$ cat config.mk
export PLATFORM = sky130hd
export DESIGN_NAME = irq_ctrl_flat
export DESIGN_NICKNAME = d
export VERILOG_FILES = /design/src/rtl/irq_ctrl_if.sv /design/src/rtl/irq_ctrl.sv /design/src/flat_wrapper.sv
export SDC_FILE = /design/constraint.sdc
export NUM_CORES = 1
export LEC_CHECK = 0
export ABC_AREA = 0
export ABC_CLOCK_PERIOD_IN_PS = 1400
export CORE_AREA = 8 8 45 47
export CTS_CLUSTER_SIZE = 10
export DETAILED_ROUTE_END_ITERATION = 10
export DIE_AREA = 0 0 53 55
export PLACE_DENSITY = 0.64
export SYNTH_ARGS = -nofsm -noshare
export SYNTH_HDL_FRONTEND = slang
export SYNTH_SLANG_ARGS = --single-unit
$ cat constraint.sdc
create_clock -name clk -period 1.4 [get_ports clk]
set_input_delay 0.14 -clock clk [delete_from_list [all_inputs] [get_ports clk]]
set_output_delay 0.14 -clock clk [all_outputs]
set_load 0.01 [all_outputs]
$ cat src/rtl/irq_ctrl_if.sv
// irq_ctrl_if: signal bundle between the interrupt controller and its
// environment (request sources plus the CPU side).
//   irq_in      raw request lines, rising edge requests service
//   irq_mask    1 = line enabled
//   irq_ack     one-cycle end-of-ISR strobe
//   interrupt   one-cycle pulse towards the CPU
//   irq_id      index of the last granted line
//   irq_busy    high from grant until ack accepted
//   irq_pending current pending register
// Modports: master = request/CPU side, slave = controller.
interface irq_ctrl_if #(
  parameter int N_IRQ = 4,
  parameter int ID_W  = 2
);
  logic [N_IRQ-1:0] irq_in;
  logic [N_IRQ-1:0] irq_mask;
  logic             irq_ack;
  logic             interrupt;
  logic [ID_W-1:0]  irq_id;
  logic             irq_busy;
  logic [N_IRQ-1:0] irq_pending;

  modport master (
    output irq_in, irq_mask, irq_ack,
    input  interrupt, irq_id, irq_busy, irq_pending
  );

  modport slave (
    input  irq_in, irq_mask, irq_ack,
    output interrupt, irq_id, irq_busy, irq_pending
  );
endinterface

$ cat src/rtl/irq_ctrl.sv
// irq_ctrl: interrupt controller feeding the single interrupt input of
// VerySimpleCPU. Rising edges on irq_in are latched as pending, masked, and
// one winner is granted per service sequence. A grant produces a one-cycle
// interrupt pulse, then further grants are held off until irq_ack.
// Ports:
//   clk  rising-edge clock
//   rst  synchronous, active-low reset
//   bus  irq_ctrl_if.slave (irq_in, irq_mask, irq_ack in;
//        interrupt, irq_id, irq_busy, irq_pending out)
// Build option: IRQ_CTRL_ROTATE_EN selects round-robin priority; when not
// defined, the lowest eligible index wins and no pointer exists.
module irq_ctrl #(
  parameter int N_IRQ = 4,
  parameter int ID_W  = 2
) (
  input logic        clk,
  input logic        rst,
  irq_ctrl_if.slave  bus
);

  typedef enum logic [1:0] {
    IDLE    = 2'd0,
    PULSE   = 2'd1,
    SERVICE = 2'd2
  } state_t;

  state_t           state, state_nxt;
  logic [N_IRQ-1:0] irq_q;
  logic [N_IRQ-1:0] pending;
  logic [N_IRQ-1:0] edge_det;
  logic [N_IRQ-1:0] eligible;
  logic [N_IRQ-1:0] clr;
  logic             grant;
  logic             found;
  logic [ID_W-1:0]  winner;
  logic [ID_W-1:0]  id_q;

  assign edge_det = bus.irq_in & ~irq_q;
  assign eligible = pending & bus.irq_mask;
  assign grant    = (state == IDLE) && (|eligible);

`ifdef IRQ_CTRL_ROTATE_EN
  logic [ID_W-1:0]    ptr;
  logic [2*N_IRQ-1:0] rot;

  // Rotating the doubled vector right by ptr puts index ptr at bit 0, so the
  // lowest set bit of the low half is the first eligible line at/after ptr.
  always_comb begin
    int unsigned tmp;
    tmp    = 0;
    rot    = {eligible, eligible} >> ptr;
    winner = '0;
    found  = 1'b0;
    for (int unsigned i = 0; i < N_IRQ; i++) begin
      if (!found && rot[i]) begin
        found = 1'b1;
        tmp   = 32'(ptr) + i;
        if (tmp >= 32'(N_IRQ)) tmp = tmp - 32'(N_IRQ);
        winner = ID_W'(tmp);
      end
    end
  end

  always_ff @(posedge clk) begin
    if (!rst)
      ptr <= '0;
    else if (grant)
      ptr <= (winner == ID_W'(N_IRQ - 1)) ? '0 : winner + 1'b1;
  end
`else
  always_comb begin
    winner = '0;
    found  = 1'b0;
    for (int unsigned i = 0; i < N_IRQ; i++) begin
      if (!found && eligible[i]) begin
        found  = 1'b1;
        winner = ID_W'(i);
      end
    end
  end
`endif

  always_comb begin
    clr = '0;
    if (grant) clr[winner] = 1'b1;
  end

  always_comb begin
    state_nxt = state;
    case (state)
      IDLE:    if (grant) state_nxt = PULSE;
      PULSE:   state_nxt = bus.irq_ack ? IDLE : SERVICE;
      SERVICE: if (bus.irq_ack) state_nxt = IDLE;
      default: state_nxt = IDLE;
    endcase
  end

  // irq_q also loads during reset so a line already high at release is not
  // seen as an edge. Set wins over clear in the pending update.
  always_ff @(posedge clk) begin
    irq_q <= bus.irq_in;
    if (!rst) begin
      state   <= IDLE;
      pending <= '0;
      id_q    <= '0;
    end else begin
      state   <= state_nxt;
      pending <= (pending & ~clr) | edge_det;
      if (grant) id_q <= winner;
    end
  end

  assign bus.interrupt   = (state == PULSE);
  assign bus.irq_busy    = (state != IDLE);
  assign bus.irq_id      = id_q;
  assign bus.irq_pending = pending;

endmodule
$ cat src/flat_wrapper.sv
// flat-port wrapper written by rule: the top's interface ports become plain ports
module irq_ctrl_flat 
#(
  parameter int N_IRQ = 4,
  parameter int ID_W  = 2
)
  (clk, rst, bus_irq_in, bus_irq_mask, bus_irq_ack, bus_interrupt, bus_irq_id, bus_irq_busy, bus_irq_pending);
  irq_ctrl_if #(.N_IRQ(N_IRQ), .ID_W(ID_W)) bus_i ();
  input logic clk;
  input logic rst;
  input wire logic [$bits(bus_i.irq_in)-1:0] bus_irq_in;
  input wire logic [$bits(bus_i.irq_mask)-1:0] bus_irq_mask;
  input wire logic [$bits(bus_i.irq_ack)-1:0] bus_irq_ack;
  output wire logic [$bits(bus_i.interrupt)-1:0] bus_interrupt;
  output wire logic [$bits(bus_i.irq_id)-1:0] bus_irq_id;
  output wire logic [$bits(bus_i.irq_busy)-1:0] bus_irq_busy;
  output wire logic [$bits(bus_i.irq_pending)-1:0] bus_irq_pending;
  assign bus_i.irq_in = bus_irq_in;
  assign bus_i.irq_mask = bus_irq_mask;
  assign bus_i.irq_ack = bus_irq_ack;
  assign bus_interrupt = bus_i.interrupt;
  assign bus_irq_id = bus_i.irq_id;
  assign bus_irq_busy = bus_i.irq_busy;
  assign bus_irq_pending = bus_i.irq_pending;
  irq_ctrl #(.N_IRQ(N_IRQ), .ID_W(ID_W)) u_core (.clk(clk), .rst(rst), .bus(bus_i));
endmodule
==> out/results.ini <==
[clock_network]
clock-root-buffer = clkbuf_4
tritoncts.num_buffers = 3
tritoncts = done
cts.reportedPaths.clkPinSlew_ps = 70
clk_latency_ps = 270
clockBufferDepth = 2
cts_hold_buffers = 0
post-cts-setup-buffers = 0
numClockSinks = 12
htree_num_levels = 1

[critical_path]
worstSetupPathDepth = 1
worstSetupEndpointType = output port
crit_path_max_fanout = 4
rr_worst_depth = 3
timing.critical_path.slowest_stage_cell = clkdlybuf4s50_1
worst-setup-path-type = reg2out
critical-path-top-delay-family = buffers and inverters
worst_ep_required_time_ps = 1260
worst_setup_path_start_kind = flop
max_stage_delay_ps = 560
critical_path_buf_inv_count = 1
critical_path.cell_chain = clkdlybuf4s50_1
critPathArrivalTime_ps = 1200

[sta]
achievable-frequency_mhz = 746
slew-limit-headroom = 0.766
finalCritPeriodShare = 0.958
setup_tns_ps = 0
timing_worst_slew_pin_value_ps = 351
report.final.slew_viol_count = 0
setup_viol_count_final = 0
finalCriticalPeriod_ps = 1340
rsz0062_at_grt = false
finalHoldViolations = 0
timing.hold.ws_ps = 328
worst_clock_skew_ps = 2.40

[finish]
layout-area-overhead-vs-synth_pct = 52.8
multi_input_combinational_cell_area_um2 = 193
antenna_cells = 0
sequential_cell_area_um2 = 245
drive_gt1_frac = 0.188
fillers = 139
final_net_count = 77
fin_cells = 80

[placement]
gp_congestion = 0.714
dp_hpwl_um = 857
placed_cells_incl_taps = 77
port_buffers = 18

[floorplan]
core-area_um2 = 1380
rows = 14
ioPinCount = 19
die_h_um = 55
chipWidth_um = 53
design.die.area_um2 = 2920
initial_standard_cell_utilization_of_the_core = 0.324

[route]
drc_errors = 0
post_drt_via_cell_ratio = 5.04
drtIter0Drc = 11
drtPass1Iterations = 4
via_count = 403
postRouteWirelength_um = 1060
detail_route.wl_per_cell_um = 13.2
final_antenna_net_count = 0

[synthesis]
yosys.cell_count.top_type = dfxtp_1
synthesis.area_per_instance_um2 = 10.7
synth.ff_latch_count = 12
yosysWarnings = 0
synthTopCellsByArea = dfxtp_1 54%, nor2b_1 7.0%, o21a_1 5.0%, a22oi_1 3.4%, a31oi_1 2.8%
synth_cell_types = 21
mappedNetlistArea_um2 = 448
ys.flop_type = dfxtp_1
synth_cells = 42
yosys-top-cells-count = 12 x dfxtp_1, 5 x nor2b_1, 3 x inv_1, 3 x o21a_1
dominant_cell_type_by_area_after_synthesis = dfxtp_1
syn_nets = 53
synth-async-reset-ratio = 0
synth.top_cell.area_share = 0.536
synth-edff-count = 0
seq_area_frac_synth = 0.536

[run]
max_capacitance_violation_count = 0

[status]
status = finished clean

[pwr]
powerDensity_nw_per_um2 = 1070
total_leakage_power_nw = 0.279
power.ir.vdd_worst_v = 0.000333

[global_route]
first_global_vias = 397
global_route_usage_over_all_layers = 0.0844
grt.overflow.total = 0
grt_first_pass_wirelength_um = 1750
grt_start_max_net_pins = 7
antenna_found_initial = 0

[worst_hold_path]
hold_class = in2reg
worst_hold_path.num_cells = 1

==> layer usage <==
metal	part of all wire	routed length, um	vias up	GRT usage
li1	-	-	200	-
met1	0.39	415	176	0.0904
met2	0.47	493	23	0.127
met3	0.11	119	4	0.0241
met4	0.029	31	0	0.0905
met5	0	0	-	0
==> logic make-up (layout without fill, tap and decap cells) <==
group	Yosys count	after routing	synth area share
AOI/OAI and AO/OA	14	14	0.257
xor gates and xnor gates	1	1	0.0196
and+or+nand+nor	11	11	0.154
DFF	12	12	0.536
buffers and inverters	4	26	0.0335
==> through the flow <==
| stage | utilization | total power [mW] | setup WS [ps] | instance area [um^2] |
|---|---|---|---|---|
| 5_1_grt | 0.495 | 0.777 | 22.3 | 684 |
| 3_3_place_gp | 0.476 | 0.537 | -79.9 | 659 |
| 3_5_place_dp | 0.476 | 0.538 | -137 | 659 |
| 2_1_floorplan | - | 0.452 | 202 | 448 |
| 4_1_cts | 0.494 | 0.745 | 22.9 | 683 |
| 6_report | 0.495 | 0.733 | 59.0 | 684 |
==> cells in the final DEF, fill, tap and decap left out, types with 2 or more instances in the layout <==
cell type	n
dfxtp_1	8
clkdlybuf4s50_1	16
dlygate4sd2_1	2
a22oi_1	2
dfxtp_2	4
nor2b_1	5
a31oi_1	2
inv_1	3
o21a_1	3
buf_4	2
clkbuf_4	3
==> what timing repair did <==
item / CTS / global route
endpoints found under the setup margin: 3 / 1
resized for setup: 5 / 1
pin swaps: 0 / 0
==> cell type report <==
type,count,area share
Clock buffer,3,0.0329
Inverter,3,0.0165
Multi-Input combinational cell,26,0.282
Sequential cell,12,0.358
Tap cell,16,0.0293
Timing Repair Buffer,20,0.282
==> flip-flops by register name, indices dropped and copies added, names as in the netlist <==
register	count
u_core.bus.irq_pending	4
u_core.irq_q	4
u_core.bus.irq_id	2
u_core.state	2
==> power breakdown <==
part	internal, mW	leakage [nW]	switching (mW)
combinational	0.0877	0.164	0.0547
clock	0.0995	0.0138	0.108
sequential	0.366	0.101	0.0171
total	0.554	0.279	0.180
==> final timing paths <==
kind | startpoint | endpoint | slack, ps
max reg2reg | u_core.bus.irq_pending[0] | u_core.bus.irq_pending[3] | 170
max | u_core.bus.irq_pending[2] | bus_irq_pending[2] | 60
min | bus_irq_in[1] | u_core.irq_q[1] | 330
min reg2reg | u_core.bus.irq_id[0] | u_core.bus.irq_id[0] | 500
Power figures use the tool's default switching activity.
